[config.mk]
export PLATFORM = sky130hd
export DESIGN_NAME = i2c_target
export DESIGN_NICKNAME = d
export VERILOG_FILES = /design/src/rtl/i2c_target.sv
export SDC_FILE = /design/constraint.sdc
export NUM_CORES = 1
export LEC_CHECK = 0
export ABC_AREA = 1
export CAP_MARGIN = 30
export CORE_MARGIN = 2
export CORE_UTILIZATION = 53
export CTS_CLUSTER_SIZE = 30
export DETAILED_ROUTE_END_ITERATION = 16
export GPL_ROUTABILITY_DRIVEN = 0
export PLACE_DENSITY = 0.85
export SYNTH_ARGS = -nofsm -noshare
export SYNTH_HDL_FRONTEND = slang
export SYNTH_SLANG_ARGS = --single-unit
[constraint.sdc]
create_clock -name i_clk -period 1.75 [get_ports i_clk]
set_input_delay 0.35 -clock i_clk [delete_from_list [all_inputs] [get_ports i_clk]]
set_output_delay 0.35 -clock i_clk [all_outputs]
set_load 0.1 [all_outputs]
[src/rtl/i2c_target.sv]
// I2C target endpoint with a fixed 7-bit address: synchronizes SDA/SCL, detects START/STOP,
// receives write bytes, serves read bytes from user logic and drives ACKs open-drain style.
module i2c_target #(
    parameter logic [6:0] TARGET_ADDR = 7'h42,
    parameter int         SYNC_STAGES = 2
) (
    input  logic       i_clk,
    input  logic       i_rst,
    input  logic       i_sda,
    input  logic       i_scl,
    output logic       o_sda_drive,
    output logic       o_start,
    output logic       o_stop,
    output logic       o_busy,
    output logic       o_wr_valid,
    output logic [7:0] o_wr_data,
    output logic       o_tx_req,
    input  logic [7:0] i_tx_data
);

    typedef enum logic [2:0] {
        IDLE, ADDR, ADDR_ACK, WR_BYTE, WR_ACK, RD_BYTE, RD_ACK, IGNORE
    } state_t;

    logic [SYNC_STAGES-1:0] sda_sync_reg;
    logic [SYNC_STAGES-1:0] scl_sync_reg;
    logic                   sda_prev_reg;
    logic                   scl_prev_reg;

    // Synchronizer chains reset to the idle bus level so reset never fakes an edge.
    generate
        for (genvar gi = 0; gi < SYNC_STAGES; gi++) begin : g_sync
            if (gi == 0) begin : g_first
                always_ff @(posedge i_clk) begin
                    if (i_rst) begin
                        sda_sync_reg[gi] <= 1'b1;
                        scl_sync_reg[gi] <= 1'b1;
                    end else begin
                        sda_sync_reg[gi] <= i_sda;
                        scl_sync_reg[gi] <= i_scl;
                    end
                end
            end else begin : g_rest
                always_ff @(posedge i_clk) begin
                    if (i_rst) begin
                        sda_sync_reg[gi] <= 1'b1;
                        scl_sync_reg[gi] <= 1'b1;
                    end else begin
                        sda_sync_reg[gi] <= sda_sync_reg[gi-1];
                        scl_sync_reg[gi] <= scl_sync_reg[gi-1];
                    end
                end
            end
        end
    endgenerate

    logic sda_s;
    logic scl_s;
    logic start_det;
    logic stop_det;
    logic scl_rise;
    logic scl_fall;

    assign sda_s     = sda_sync_reg[SYNC_STAGES-1];
    assign scl_s     = scl_sync_reg[SYNC_STAGES-1];
    assign start_det = sda_prev_reg & ~sda_s & scl_s;
    assign stop_det  = ~sda_prev_reg & sda_s & scl_s;
    // A START/STOP masks any SCL rise seen in the same cycle.
    assign scl_rise  = ~scl_prev_reg & scl_s & ~start_det & ~stop_det;
    assign scl_fall  = scl_prev_reg & ~scl_s;

    state_t      state_reg, state_next;
    logic [3:0]  cnt_reg, cnt_next;
    logic [7:0]  shreg_reg, shreg_next;
    logic        rw_reg, rw_next;
    logic        sda_drive_reg, sda_drive_next;
    logic        busy_reg, busy_next;
    logic [7:0]  wr_data_reg, wr_data_next;
    logic        start_reg, start_next;
    logic        stop_reg, stop_next;
    logic        wr_valid_reg, wr_valid_next;
    logic        tx_req_reg, tx_req_next;
    logic [7:0]  byte_in;

    assign byte_in = {shreg_reg[6:0], sda_s};

    always_ff @(posedge i_clk) begin
        if (i_rst) begin
            sda_prev_reg  <= 1'b1;
            scl_prev_reg  <= 1'b1;
            state_reg     <= IDLE;
            cnt_reg       <= 4'd0;
            shreg_reg     <= 8'd0;
            rw_reg        <= 1'b0;
            sda_drive_reg <= 1'b1;
            busy_reg      <= 1'b0;
            wr_data_reg   <= 8'd0;
            start_reg     <= 1'b0;
            stop_reg      <= 1'b0;
            wr_valid_reg  <= 1'b0;
            tx_req_reg    <= 1'b0;
        end else begin
            sda_prev_reg  <= sda_s;
            scl_prev_reg  <= scl_s;
            state_reg     <= state_next;
            cnt_reg       <= cnt_next;
            shreg_reg     <= shreg_next;
            rw_reg        <= rw_next;
            sda_drive_reg <= sda_drive_next;
            busy_reg      <= busy_next;
            wr_data_reg   <= wr_data_next;
            start_reg     <= start_next;
            stop_reg      <= stop_next;
            wr_valid_reg  <= wr_valid_next;
            tx_req_reg    <= tx_req_next;
        end
    end

    always_comb begin
        state_next     = state_reg;
        cnt_next       = cnt_reg;
        shreg_next     = shreg_reg;
        rw_next        = rw_reg;
        sda_drive_next = sda_drive_reg;
        busy_next      = busy_reg;
        wr_data_next   = wr_data_reg;
        start_next     = 1'b0;
        stop_next      = 1'b0;
        wr_valid_next  = 1'b0;
        tx_req_next    = 1'b0;

        if (start_det) begin
            state_next     = ADDR;
            cnt_next       = 4'd0;
            start_next     = 1'b1;
            busy_next      = 1'b1;
            sda_drive_next = 1'b1;
        end else if (stop_det) begin
            state_next     = IDLE;
            cnt_next       = 4'd0;
            stop_next      = 1'b1;
            busy_next      = 1'b0;
            sda_drive_next = 1'b1;
        end else begin
            // User byte is captured while the request pulse is visible.
            if (tx_req_reg) begin
                shreg_next = i_tx_data;
            end
            case (state_reg)
                ADDR: begin
                    if (scl_rise) begin
                        shreg_next = byte_in;
                        if (cnt_reg == 4'd7) begin
                            cnt_next = 4'd0;
                            if (byte_in[7:1] == TARGET_ADDR) begin
                                state_next  = ADDR_ACK;
                                rw_next     = byte_in[0];
                                tx_req_next = byte_in[0];
                            end else begin
                                state_next = IGNORE;
                            end
                        end else begin
                            cnt_next = cnt_reg + 4'd1;
                        end
                    end
                end
                // cnt 0: first fall starts the ACK; cnt 1: second fall ends it.
                ADDR_ACK, WR_ACK: begin
                    if (scl_fall) begin
                        if (cnt_reg == 4'd0) begin
                            sda_drive_next = 1'b0;
                            cnt_next       = 4'd1;
                        end else begin
                            cnt_next = 4'd0;
                            if (state_reg == ADDR_ACK && rw_reg) begin
                                sda_drive_next = shreg_reg[7];
                                shreg_next     = {shreg_reg[6:0], 1'b0};
                                state_next     = RD_BYTE;
                            end else begin
                                sda_drive_next = 1'b1;
                                state_next     = WR_BYTE;
                            end
                        end
                    end
                end
                WR_BYTE: begin
                    if (scl_rise) begin
                        shreg_next = byte_in;
                        if (cnt_reg == 4'd7) begin
                            cnt_next      = 4'd0;
                            wr_data_next  = byte_in;
                            wr_valid_next = 1'b1;
                            state_next    = WR_ACK;
                        end else begin
                            cnt_next = cnt_reg + 4'd1;
                        end
                    end
                end
                RD_BYTE: begin
                    if (scl_fall) begin
                        if (cnt_reg == 4'd7) begin
                            cnt_next       = 4'd0;
                            sda_drive_next = 1'b1;
                            state_next     = RD_ACK;
                        end else begin
                            cnt_next       = cnt_reg + 4'd1;
                            sda_drive_next = shreg_reg[7];
                            shreg_next     = {shreg_reg[6:0], 1'b0};
                        end
                    end
                end
                RD_ACK: begin
                    if (scl_rise) begin
                        if (!sda_s) begin
                            tx_req_next = 1'b1;
                        end else begin
                            state_next = IGNORE;
                        end
                    end else if (scl_fall) begin
                        cnt_next       = 4'd0;
                        sda_drive_next = shreg_reg[7];
                        shreg_next     = {shreg_reg[6:0], 1'b0};
                        state_next     = RD_BYTE;
                    end
                end
                default: begin
                end
            endcase
        end
    end

    assign o_sda_drive = sda_drive_reg;
    assign o_start     = start_reg;
    assign o_stop      = stop_reg;
    assign o_busy      = busy_reg;
    assign o_wr_valid  = wr_valid_reg;
    assign o_wr_data   = wr_data_reg;
    assign o_tx_req    = tx_req_reg;

endmodule
==> results.md <==
- The tightest slew margin relative to the limit is 72.2%.
- The maximum fanout along the worst path is 5.
- The number of enable-type register cells in the synthesized netlist is 0.
- The die is 68.8 µm tall.
- The standard cell core area is 4030 µm².
- Including well taps, the total number of placed cells is 434.
- Synthesis handed over a netlist of 355 instances.
- The warning count from the yosys run is 0.
- The worst path needs 1640 ps of the cycle, external delays included.
- The first-pass detailed-route iteration total is 7.
- The clock network accounts for 20.5% of the total power.
- The critical path endpoint category is a flip-flop.
- For this block, the initial DRC count from the detailed router was 274.
- The synthesis-to-finish area growth is 29.3%.
- The fraction of the yosys area taken by sequential cells is 32.4%.
- The total number of clock tree sinks is 36.
- The longest clock path from root to sink contains 2 buffers.
- The internal power is 1.66 mW.
- The count of H-tree levels built during CTS is 2.
- The final layout net count is 406.
- The number of max-capacitance violations reported is 0.
- The residual overflow from global routing is 0.
- Setup violations remaining at the end of the flow were counted as 0.
- The clock reaches the later pin of the worst-skew pair after 300 ps.
- The filler-free cell count of the finished design is 443.
- Before CTS, the worst setup slack after placement is 91.0 ps.
- Entering global routing, the biggest net connects 18 pins.
- Counting flops and latches in the post-synthesis netlist gives 36.
- For the pin with the worst max-slew slack, the measured transition is 416 ps.
- The final number of hold-violating endpoints is 0.
- The via count of the first global-routing pass is 2168.
- The number of antenna violations at the first check in global routing is 0.
- The utilization after layout is 71.4%.
- The total global routing track utilization is 27.5%.
- The library cell used as clock root buffer is clkbuf_8.
- The library cell occupying the most area in the post-synthesis netlist is dfxtp_1.
- The count of boundary I/O pins is 26.
- The total nets after synthesis is 369.
- The final layout contains routed wiring with a total length of 5980 µm.
- The first global-routing pass estimated 9710 µm of wire.
- The path class of the tightest hold or removal check is reg -> reg.
- After synthesis the cells add up to 2220 µm².
- In this run, CTS created clock tree buffers numbering 5.
- The final number of max-transition violations was 0.
- For this configuration, the core starts out at a cell density of 55.2%.
- The floorplan step defined a die boundary enclosing 4730 µm².
- For the worst setup path, the data arrival time is 1840 ps.
- The average instance in the mapped netlist occupies 6.26 µm².
- The most frequent cell after synthesis is nand2_1.
- The leakage dissipation is 1.25 nW.
- The critical path data required time is 1950 ps.
- The highest-delay cell along the critical path is dfxtp_1.
- The via total after detailed routing is 2492.
- Counting instances in the post-synthesis netlist gives the leading cell types as 70 x nand2_1, 60 x nor2_1, 38 x inv_1.
- In the routed layout, each cell is associated on average with a via count of 5.63.
- The flow ran to the end, and the final reports show no timing, DRC or antenna violations.
- The final critical path takes up 93.6% of the cycle.
- The area of placed instances is 2750 µm².
- The clock tree from TritonCTS is yes.
- Walking the worst path, the cells encountered are inv_2 -> nand3_2 -> nand2_1 -> nor2_1 -> inv_1 -> a21oi_1 -> o21ai_1.
- Once detail routing completed, the nets flagged for antenna violations numbered 0.
- With fillers left out, the area of the finished cells amounts to 2880 µm².
- The per-cell routed wire length is 13.5 µm.
- The largest clock skew in the final design is 4.88 ps.
- Static timing analysis puts the maximum clock frequency at 611 MHz.
- The chip width is 68.8 µm.
- The combinational share of power is 45.6%.
- The prevailing post-synth register cell is dfxtp_1.
- In this run the power density over the cells is 1050 nW/µm².
- IR analysis of the VDD net gives a maximum drop of 723 µV.
- In this design, the stage delay of the slowest critical-path cell is 470 ps.
- Buffers placed on the I/O ports in this run total 25.
- The overall power is 3.03 mW.
- The HPWL after detailed placement is 4290 µm.
- The async set or reset register ratio after synthesis is 0%.
- The type of the setup path with the least slack is reg -> reg.
- 0 antenna diodes ended up in the layout.
- Ranked by total cell area, the synthesized netlist is headed by dfxtp_1 32%, nand2_1 12%, nor2_1 10%.
- The critical path launch point type is a flip-flop.
- After synthesis, the netlist uses 27 different library cells.
- The number of remaining DRC errors is 0.
- The analysis attributes to net switching a power of 1.37 mW.
- The clock-pin slew on the worst setup and hold paths is 80 ps.
- The initialized floorplan defines 23 standard-cell rows.
- Sequential cells burn 34.0% of the power.
- The least setup slack across all paths after layout is 112 ps.
- The post-route netlist has 18.3% of its cells at a drive strength greater than 1.
- In this run switching power makes up 45.3% of total power.
- The share of the synthesized area in the top cell type is 32.4%.
logic make-up (layout without fill, tap and decap cells):
| kind of cell | after synthesis | count (layout) | synth area share, % |
|---|---|---|---|
| simple gates | 181 | 181 | 36.7 |
| compound gates | 78 | 78 | 19.6 |
| buf+inv | 58 | 96 | 10.1 |
| flops | 36 | 36 | 32.4 |
| fa+ha+maj | 2 | 2 | 1.13 |
what timing repair did:
item / 4_1_cts / 5_1_grt
setup endpoints to repair: 0 / 7
buffers inserted: 0 / 1
hold buffers: 0 / 0
gates resized for setup: 0 / 9
per-layer routing:
metal | GRT usage [%] | up-vias | share of wire (%)
met5 | 0 | - | 0
met2 | 45.2 | 138 | 47
li1 | - | 1234 | -
met1 | 35.7 | 1105 | 41
met4 | 11.3 | 0 | 1.7
met3 | 4.55 | 15 | 9.9
worst max-delay path: cells and delay by family, from the launching register on:
family          cells  cell delay [ps]
buf+inv             2              270
simple gates        3              580
flops               1              470
compound gates      2              200
stage by stage:
step	setup TNS, ps	hold WS, ps
2_1_floorplan	0	389
3_3_place_gp	0	392
3_5_place_dp	0	393
4_1_cts	0	413
5_1_grt	-3.67	420
6_report	0	411
cells in the final DEF (no fill, tap or decap), types with 2 or more instances in the layout:
master	Yosys	layout
nor2_1	60	60
o21ai_1	11	11
nand2_1	70	70
inv_2	10	10
o22ai_1	2	2
a21oi_1	24	24
nor2_4	2	3
nand3_1	23	22
nand3_2	6	7
clkdlybuf4s50_1	0	11
clkbuf_8	0	5
dfxtp_2	0	5
buf_12	0	15
dfxtp_1	36	31
nand4_1	5	5
nand3b_1	3	3
o21a_1	2	2
o211ai_1	13	13
o21ai_0	24	24
nand2_2	3	2
nor3_2	1	2
or2_2	4	4
inv_1	38	38
buf_4	0	14
final timing paths:
kind                            depth (start not counted)  slack [ps]       startpoint           to
worst max-delay path                                    7         110            sda_s  o_sda_drive
worst min-delay path                                    1         410  scl_sync_reg[0]        scl_s
worst max register to register                          7         110            sda_s  o_sda_drive
worst min register to register                          1         410  scl_sync_reg[0]        scl_s
power groups by stage:
stage                     sequential, mW  clock, mW  combinational [mW]
after CTS                           1.02      0.631                1.34
after floorplan                     1.01          0                1.01
after global placement              1.03          0                1.30
after global routing                1.04      0.660                1.55
final                               1.03      0.621                1.38
after detailed placement            1.03          0                1.33
layout make-up:
type | instances | area, µm²
fillers | 325 | 1150
repair buffers | 40 | 515
clock inverters | 3 | 21.3
well taps | 50 | 62.6
inverters | 48 | 180
multi-input cells | 261 | 1300
clock buffers | 5 | 68.8
flip-flops and latches | 36 | 727
No activity file was read; power rests on OpenSTA's default activity.
